## src/rtl/trace_pkg.sv

```systemverilog
// rtl/trace_pkg.sv - shared mode/state encodings and trace entry layout
package trace_pkg;

    typedef enum logic [1:0] {
        MODE_RING      = 2'd0,
        MODE_FILL_STOP = 2'd1,
        MODE_TRIGGERED = 2'd2,
        MODE_RESERVED  = 2'd3
    } trace_mode_e;

    typedef enum logic [1:0] {
        ST_IDLE    = 2'd0,
        ST_ARMED   = 2'd1,
        ST_CAPTURE = 2'd2,
        ST_DONE    = 2'd3
    } trace_state_e;

    localparam int INSTR_W   = 32;
    localparam int WADDR_W   = 5;
    localparam int TS_W      = 32;
    localparam int DROPPED_W = 16;

    // Entry layout from bit 0 upward: wdata | waddr | we | instr | pc | (ts)
    function automatic int off_waddr(input int xlen);
        return xlen;
    endfunction

    function automatic int off_we(input int xlen);
        return xlen + WADDR_W;
    endfunction

    function automatic int off_instr(input int xlen);
        return xlen + WADDR_W + 1;
    endfunction

    function automatic int off_pc(input int xlen);
        return off_instr(xlen) + INSTR_W;
    endfunction

    function automatic int off_ts(input int xlen);
        return off_pc(xlen) + xlen;
    endfunction

    function automatic int entry_w(input int xlen);
`ifdef TRACE_TIMESTAMP_EN
        return off_ts(xlen) + TS_W;
`else
        return off_ts(xlen);
`endif
    endfunction

    localparam int ENTRY_W = entry_w(32);

    // The reserved encoding behaves as RING.
    function automatic logic is_ring(input trace_mode_e m);
        return (m == MODE_RING) || (m == MODE_RESERVED);
    endfunction

endpackage

```

## src/rtl/trace_fifo.sv

```systemverilog
// rtl/trace_fifo.sv - circular entry storage with optional overwrite-oldest on full
module trace_fifo #(
    parameter int WIDTH = 8,
    parameter int DEPTH = 16
) (
    input  logic                     clk,
    input  logic                     rst,
    input  logic                     clear,
    input  logic                     push,
    input  logic                     pop,
    input  logic                     overwrite,
    input  logic [WIDTH-1:0]         wdata,
    output logic [WIDTH-1:0]         rdata,
    output logic [$clog2(DEPTH):0]   count,
    output logic                     full,
    output logic                     empty
);

    localparam int AW = $clog2(DEPTH);
    localparam int CW = AW + 1;

    logic [WIDTH-1:0] mem [DEPTH];
    logic [AW-1:0]    wr_ptr;
    logic [AW-1:0]    rd_ptr;
    logic             flush;
    logic             do_pop;
    logic             do_write;
    logic             drop_oldest;

    assign flush       = rst | clear;
    assign full        = (count == CW'(DEPTH));
    assign empty       = (count == '0);
    assign do_pop      = pop && !empty;
    // At full the write slot is the head slot, so overwriting means the head moves too.
    assign drop_oldest = push && full && !do_pop && overwrite;
    assign do_write    = push && (!full || do_pop || overwrite);
    assign rdata       = mem[rd_ptr];

    always_ff @(posedge clk) begin
        if (flush) begin
            wr_ptr <= '0;
            rd_ptr <= '0;
            count  <= '0;
        end else begin
            if (do_write) begin
                wr_ptr <= wr_ptr + 1'b1;
            end
            if (do_pop || drop_oldest) begin
                rd_ptr <= rd_ptr + 1'b1;
            end
            if (do_write && !do_pop && !drop_oldest) begin
                count <= count + 1'b1;
            end else if (!do_write && do_pop) begin
                count <= count - 1'b1;
            end
        end
    end

    always_ff @(posedge clk) begin
        if (do_write && !flush) begin
            mem[wr_ptr] <= wdata;
        end
    end

endmodule

```

## src/rtl/trace_capture_unit.sv

```systemverilog
// rtl/trace_capture_unit.sv - retired-instruction trace buffer with register shadow window
// Define TRACE_TIMESTAMP_EN to store a free-running cycle stamp per entry on rd_ts.
module trace_capture_unit
    import trace_pkg::*;
#(
    parameter int XLEN       = 32,
    parameter int DEPTH      = 16,
    parameter int NWATCH     = 5,
    parameter int WATCH_BASE = 8
) (
    input  logic                       clk,
    input  logic                       rst,
    input  logic                       en,
    input  logic                       clear,
    input  logic [1:0]                 mode,
    input  logic [XLEN-1:0]            trig_pc,
    input  logic                       commit_valid,
    input  logic [XLEN-1:0]            commit_pc,
    input  logic [INSTR_W-1:0]         commit_instr,
    input  logic                       rf_we,
    input  logic [WADDR_W-1:0]         rf_waddr,
    input  logic [XLEN-1:0]            rf_wdata,
    output logic                       rd_valid,
    input  logic                       rd_ready,
    output logic [XLEN-1:0]            rd_pc,
    output logic [INSTR_W-1:0]         rd_instr,
    output logic                       rd_we,
    output logic [WADDR_W-1:0]         rd_waddr,
    output logic [XLEN-1:0]            rd_wdata,
    output logic [$clog2(DEPTH):0]     count,
    output logic                       overflow,
    output logic [DROPPED_W-1:0]       dropped,
    output logic [1:0]                 state,
`ifdef TRACE_TIMESTAMP_EN
    output logic [TS_W-1:0]            rd_ts,
`endif
    output logic [NWATCH*XLEN-1:0]     watch_regs
);

    localparam int CW        = $clog2(DEPTH) + 1;
    localparam int EW        = entry_w(XLEN);
    localparam int OFF_WADDR = off_waddr(XLEN);
    localparam int OFF_WE    = off_we(XLEN);
    localparam int OFF_INSTR = off_instr(XLEN);
    localparam int OFF_PC    = off_pc(XLEN);

    trace_state_e state_q;
    trace_state_e state_d;
    trace_mode_e  mode_q;
    logic         flush;
    logic         ring_q;
    logic         trig_hit;
    logic         push_req;
    logic         do_pop;
    logic         fifo_full;
    logic         fifo_empty;
    logic         fill_hit;
    logic         lost;
    logic [EW-1:0] wr_entry;
    logic [EW-1:0] rd_entry;

    assign flush    = rst | clear;
    assign ring_q   = is_ring(mode_q);
    assign trig_hit = (state_q == ST_ARMED) && commit_valid && (commit_pc == trig_pc);
    assign push_req = (commit_valid && (state_q == ST_CAPTURE)) || trig_hit;
    assign rd_valid = !fifo_empty;
    assign do_pop   = rd_valid && rd_ready;
    // Any push at full leaves the count at DEPTH, whether it lands or is discarded.
    assign fill_hit = push_req && (fifo_full || ((count == CW'(DEPTH - 1)) && !do_pop));
    // Commits seen in DONE are records the trace failed to keep.
    assign lost     = (push_req && fifo_full && !do_pop) || (commit_valid && (state_q == ST_DONE));

`ifdef TRACE_TIMESTAMP_EN
    logic [TS_W-1:0] ts_q;

    always_ff @(posedge clk) begin
        if (rst) begin
            ts_q <= '0;
        end else begin
            ts_q <= ts_q + 1'b1;
        end
    end

    assign wr_entry = {ts_q, commit_pc, commit_instr, rf_we, rf_waddr, rf_wdata};
    assign rd_ts    = rd_entry[off_ts(XLEN) +: TS_W];
`else
    assign wr_entry = {commit_pc, commit_instr, rf_we, rf_waddr, rf_wdata};
`endif

    trace_fifo #(
        .WIDTH (EW),
        .DEPTH (DEPTH)
    ) u_fifo (
        .clk       (clk),
        .rst       (rst),
        .clear     (clear),
        .push      (push_req),
        .pop       (do_pop),
        .overwrite (ring_q),
        .wdata     (wr_entry),
        .rdata     (rd_entry),
        .count     (count),
        .full      (fifo_full),
        .empty     (fifo_empty)
    );

    assign rd_wdata = rd_entry[XLEN-1:0];
    assign rd_waddr = rd_entry[OFF_WADDR +: WADDR_W];
    assign rd_we    = rd_entry[OFF_WE];
    assign rd_instr = rd_entry[OFF_INSTR +: INSTR_W];
    assign rd_pc    = rd_entry[OFF_PC +: XLEN];
    assign state    = state_q;

    // Mode is sampled only while idle so a running capture cannot be retargeted.
    always_ff @(posedge clk) begin
        if (flush) begin
            state_q <= ST_IDLE;
            mode_q  <= MODE_RING;
        end else begin
            state_q <= state_d;
            if (state_q == ST_IDLE) begin
                mode_q <= trace_mode_e'(mode);
            end
        end
    end

    always_comb begin
        state_d = state_q;
        if (!en) begin
            state_d = ST_IDLE;
        end else begin
            case (state_q)
                ST_IDLE:    state_d = (trace_mode_e'(mode) == MODE_TRIGGERED) ? ST_ARMED : ST_CAPTURE;
                ST_ARMED:   state_d = trig_hit ? ST_CAPTURE : ST_ARMED;
                ST_CAPTURE: state_d = (!ring_q && fill_hit) ? ST_DONE : ST_CAPTURE;
                ST_DONE:    state_d = ST_DONE;
                default:    state_d = ST_IDLE;
            endcase
        end
    end

    always_ff @(posedge clk) begin
        if (flush) begin
            overflow <= 1'b0;
            dropped  <= '0;
        end else if (lost) begin
            overflow <= 1'b1;
            if (dropped != '1) begin
                dropped <= dropped + 1'b1;
            end
        end
    end

    // Shadow copies track register writes even while capture is idle or stopped.
    always_ff @(posedge clk) begin
        if (rst) begin
            watch_regs <= '0;
        end else if (commit_valid && rf_we && (rf_waddr != '0)) begin
            for (int i = 0; i < NWATCH; i++) begin
                if (int'(rf_waddr) == WATCH_BASE + i) begin
                    watch_regs[i*XLEN +: XLEN] <= rf_wdata;
                end
            end
        end
    end

endmodule

```

## config.mk

```make
export PLATFORM = sky130hd
export DESIGN_NAME = trace_capture_unit
export DESIGN_NICKNAME = d
export VERILOG_FILES = /design/src/rtl/trace_pkg.sv /design/src/rtl/trace_fifo.sv /design/src/rtl/trace_capture_unit.sv
export SDC_FILE = /design/constraint.sdc
export NUM_CORES = 2
export LEC_CHECK = 0
export ABC_AREA = 1
export BUFFER_PORTS_ARGS = -buffer_cell sky130_fd_sc_hd__buf_2
export CAP_MARGIN = 20
export CORE_ASPECT_RATIO = 1.75
export CORE_MARGIN = 10
export CORE_UTILIZATION = 40
export DETAILED_ROUTE_END_ITERATION = 10
export GPL_ROUTABILITY_DRIVEN = 0
export GPL_TIMING_DRIVEN = 0
export PLACE_DENSITY = 0.67
export SKIP_LAST_GASP = 1
export SLEW_MARGIN = 15
export SYNTH_ARGS = -nofsm -noshare
export SYNTH_HDL_FRONTEND = slang
export SYNTH_HIERARCHICAL = 1
export SYNTH_SLANG_ARGS = --single-unit
```

## constraint.sdc

```tcl
create_clock -name clk -period 14 [get_ports clk]
set_input_delay 4.2 -clock clk [delete_from_list [all_inputs] [get_ports clk]]
set_output_delay 4.2 -clock clk [all_outputs]
set_load 0.05 [all_outputs]
```

Yosys cells after proc, flatten, opt, wreduce, memory -nomap -nowiden:

Memories as Yosys holds them, arrays and structs flattened. A register that Yosys moved wholly into a read port is not among the register bits.
Index checks and enable logic that the tools add are counted.

* bits in registers: 194
* latch bits: 0
* RAM bits: 1632
* bits in read-only memories: 0
* input bits: 142
* output and inout port bits: 287
* word-level logic and storage cells: 91
* memories kept: 1

Memory list
* u_fifo.mem: depth 16, bits a word 102, rd ports 1, clocked after memory_dff 1, wr ports 1, line trace_fifo.sv:22 `logic [WIDTH-1:0] mem [DEPTH];`

* $add $sub $neg: 5
* $mul: 0
* div/mod/pow operators: 0
* magnitude comparators: 0
* equal/unequal tests: 14
* shift operators: 0
* muxes and demuxes: 10
* bitwise operators: 2
* reduce and logical (&&, ||, !) cells: 47

Operators with widths (number)
* $eq A32 B32 Y1: 1
* $eq A5 B5 Y1 const B: 6
* $logic_and A1 B1 Y1: 20
* $add A16 B1 Y16 const B: 1
* $ne A16 B16 Y1 const B: 1
* $reduce_and A2 Y1: 6
* $mux W5: 2
* $add A4 B1 Y4 const B: 2
* $eq A2 B2 Y1 const B: 4
* $logic_not A1 Y1: 8
* $mux W4: 2
* $pmux W2 S4: 1
* $logic_or A1 B1 Y1: 7
* $add A5 B1 Y5 const B: 1
* $eq A5 B4 Y1 const B: 1
* $logic_not A5 Y1: 1
* $reduce_bool A5 Y1: 1
* $sub A5 B1 Y5 const B: 1
* $logic_not A2 Y1: 2
* $mux W2: 2
* $mux W1: 3
* $eq A2 B1 Y1 const B: 1
* $reduce_bool A2 Y1: 1
* $reduce_or A2 Y1: 1
* 2 further kinds: 2

Logic depth before layout (Yosys ltp):

* depth in word-level cells: 11
* gate-level depth with buffers: 20
* mapped depth without buffers: 20

Modules after synthesis:

The synthesis kept the hierarchy.

By module, submodules not included
* trace_fifo: times used 1, cells an instance 4453, area each 63598.5 µm², sequential area each 49347.3 µm²
* trace_capture_unit: times used 1, cells an instance 885, area each 7061.8 µm², sequential area each 3623.5 µm²

Worst setup path after synthesis:

OpenSTA, ideal clock, no wires.

* kind: input-to-reg
* start point: input port commit_pc[31]
* end point: memory u_fifo/mem[11][0] in the netlist's numbering (enable)
* library setup time: 564 ps
* arrival time: 9484 ps
* required time: 13436 ps
* path slack: 3952 ps
* stages on the path: 12
* buffers on the path: 0
* cells stage by stage: inv_1 a21boi_0 nand2_1 nor2_1 nand2_1 nor2_1 nand3_2 nand2_2 nand2_1 nand2_1 nand2_1 nor2_1

* cells in the longest elaborated chain, start to end: 7

RTL lines
* start: declaration: line trace_capture_unit.sv:18 `input logic [XLEN-1:0] commit_pc,`
* $eq A32 B32 Y1: line trace_capture_unit.sv:64 `assign trig_hit = (state_q == ST_ARMED) && commit_valid && (commit_pc == trig_pc);`
* $logic_and A1 B1 Y1: line trace_capture_unit.sv:64
* $logic_or A1 B1 Y1: line trace_capture_unit.sv:65 `assign push_req = (commit_valid && (state_q == ST_CAPTURE)) || trig_hit;`
* net push_req: line trace_capture_unit.sv:53 `logic push_req;`
* $logic_and A1 B1 Y1: line trace_fifo.sv:36 `assign do_write = push && (!full || do_pop || overwrite);`
* $logic_and A1 B1 Y1: line trace_fifo.sv:60 `if (do_write && !flush) begin`
* $mux W1: line trace_fifo.sv:60
* $mux W1 (implied by the code): line trace_fifo.sv:61 `mem[wr_ptr] <= wdata;`
* end: declaration: line trace_fifo.sv:22

The timed path passes the listed nets, and every way through them passes these cells.

==> flow_summary.json <==
{
  "synth_seq_area_share_pct": 74.97,
  "numCtsBuffers": 156,
  "multi_input_area_um2": 15620,
  "wl_per_cell_um": 28.95,
  "skew_ps": 22.27,
  "hp-class": "flop to flop",
  "rsz0062_at_grt": "false",
  "synth_edf_count": 1632,
  "die_w_um": 337.7,
  "dp_hpwl_mm": 170.4,
  "stdcell_area_um2": 82930,
  "arrival_ps": 4130,
  "yosysMostFrequentCell": "edfxtp_1",
  "avgSynthCellArea_um2": 13.24,
  "synth_top_area_share_pct": 69.36,
  "clock_latency_ps": 810,
  "grt_pass1_vias": 50841,
  "leakage_uw": 0.02808,
  "route.detailed.drc": 0,
  "yosys_register_bits": 1830,
  "cts-root-buf": "clkbuf_16",
  "synth_area_um2": 70660,
  "ys.flop_type": "edfxtp_1",
  "fmax_ghz": 0.1200,
  "fp.dieArea_um2": 194500,
  "fin_crit_sh_pct": 59.51,
  "clkSinkCount": 1830,
  "drv_cap": 0,
  "ff_latch_area_um2": 52970,
  "critPathCaptureType": "output pin",
  "postPlaceCellArea_um2": 77760,
  "vias": 50473,
  "path_clk_slew_ps": 70,
  "required_ps": 9800,
  "yosysTopAreaCell": "edfxtp_1",
  "synth_mux_area_share_pct": 0,
  "synthAdderAreaFrac_pct": 0.1877,
  "syn_nets": 5490,
  "synth_compound_area_share_pct": 13.84,
  "syn_inst": 5338,
  "cts_resized": 0,
  "ant_nets": 0,
  "grt_pass1_wl_mm": 344.9,
  "ctsLongestPathBuffers": 3,
  "cts_hold_buf": 0,
  "crit_fanout": 10,
  "synth_area_leaders": "edfxtp_1 (69%), o21ai_0 (6.7%), dfxtp_1 (5.6%)",
  "synth_xor_area_share_pct": 0.3719,
  "die_h_um": 576,
  "grt_max_degree": 24,
  "core_area_um2": 176100,
  "fin_crit_ps": 8331,
  "p_total_uw": 10610,
  "dr.pass1.iters": 6,
  "synth_top_family_by_area": "compound AO/OA/AOI/OAI gates",
  "layout-drive-gt1-share_pct": 14.78,
  "setup_viol": 0,
  "start_util_pct": 40.12,
  "place_inst": 8121,
  "portBuffers": 428,
  "synth_simple_gate_area_share_pct": 7.540,
  "cts_tree": "yes",
  "grt_use_total_pct": 24.22,
  "wl_mm": 243.4,
  "ir_worst_vdd_uv": 113.2,
  "cts_setup_buffers": 0,
  "synthTopCellsByCount": "edfxtp_1 (1,632), o21ai_0 (940), nor2_1 (922)",
  "yosysWarnings": 6,
  "async_flop_share_pct": 0,
  "worst_slew_pin_slew_ps": 1192,
  "fillerInstances": 15204,
  "slew-limit-headroom_pct": 20.52,
  "slew_viol_final": 0,
  "startpoint_type": "flop",
  "power_density_nw_per_um2": 127.9,
  "drt_iter0_drc": 5462,
  "ys_types": 40,
  "finalHoldViolations": 0,
  "fin_nets": 6165,
  "gr-total-overflow": 0,
  "cts_htree_levels": 4,
  "finalNonFillerCells": 8408,
  "via_per_inst": 6.003,
  "rows": 204,
  "synthToLayoutAreaGrowth_pct": 17.36,
  "fin_hold_ws_ps": 477.6,
  "boundaryPins": 429,
  "antenna_found_initial": 21,
  "crit_type": "flop to output pin",
  "status": "completed"
}
-- sequential cells by signal, summed over array words and instances, names as in the netlist, named ones only --
name	cells
overflow	1
dropped	16
u_fifo/mem	1632
mode_q	2
u_fifo/wr_ptr	4
state	2
watch_regs	160
u_fifo/count	5
u_fifo/rd_ptr	4
-- metal layers --
layer  up-vias  routed length, um  part of all wire, %  global-route usage, %
met1     25158              83490                   34                  27.04
met5         -                 84                0.035                      0
li1      21439                  -                    -                      -
met3       808              21780                  9.0                  5.286
met2      3056             120100                   49                  41.16
met4        12              17910                  7.4                  16.21
-- final timing paths --
path	slack, ps	startpoint	cells past startpoint	to
max reg2reg	9000	state[0]	17	u_fifo/mem[12][53]
min	480	mode_q[1]	2	mode_q[1]
max	5670	flop	8	rd_instr[1]
min reg2reg	480	mode_q[1]	2	mode_q[1]
-- cell type report --
| class | instances | area share (%) |
|---|---|---|
| Sequential cell | 1830 | 63.88 |
| Multi-Input combinational cell | 3002 | 18.84 |
| Clock buffer | 196 | 5.071 |
| Timing Repair Buffer | 517 | 4.988 |
| Tap cell | 2266 | 3.419 |
| Buffer | 392 | 2.127 |
| Clock inverter | 86 | 1.145 |
| Inverter | 114 | 0.5190 |
| Antenna cell | 5 | 0.01509 |
-- cell families after synthesis --
kind of cell | after synthesis
AO/OA/AOI/OAI | 1627
XOR/XNOR | 30
adder cells (fa/ha/maj) | 10
buffers and inverters | 506
flip-flops | 1830
AND/OR/NAND/NOR | 1335
-- placed cells by master (no fill, tap or decap), drive strengths merged, types with 8 or more instances in the layout --
master	Yosys	routed
nor2	923	923
clkbuf	255	451
o21ai	964	964
nand3	180	180
ha	9	9
dfxtp	198	198
xnor2	14	14
a211oi	33	33
inv	112	122
o22ai	63	63
o211ai	63	63
a21oi	155	155
nor3	8	8
buf	137	654
nand2	215	215
o221ai	345	345
xor2	16	16
bufinv	0	17
clkinv	2	56
edfxtp	1632	1632
-- worst max-delay path: stages (launching register included) --
cell	delay, ps
dfxtp_1	310
buf_2	200
clkinv_1	380
buf_2	630
buf_2	790
o221ai_1	340
nand3_1	180
nand2_1	180
buf_2	270
-- report_power, final --
group          internal (uW)  switching [uW]
Combinational           41.5             182
Clock                   2460            1980
Sequential              5940            3.75
Total                   8440            2170
-- stage by stage --
| stage | TNS [ps] | worst slack [ps] | util (%) |
|---|---|---|---|
| 4_1_cts | 0 | 5742 | 47.08 |
| 5_1_grt | 0 | 5673 | 47.08 |
| 6_report | 0 | 5669 | 47.09 |
| 3_3_place_gp | -3713940 | -2842 | 42.95 |
| 3_5_place_dp | 0 | 5407 | 44.15 |
| 2_1_floorplan | 0 | 3952 | - |
No activity file was read; power rests on OpenSTA's default activity.
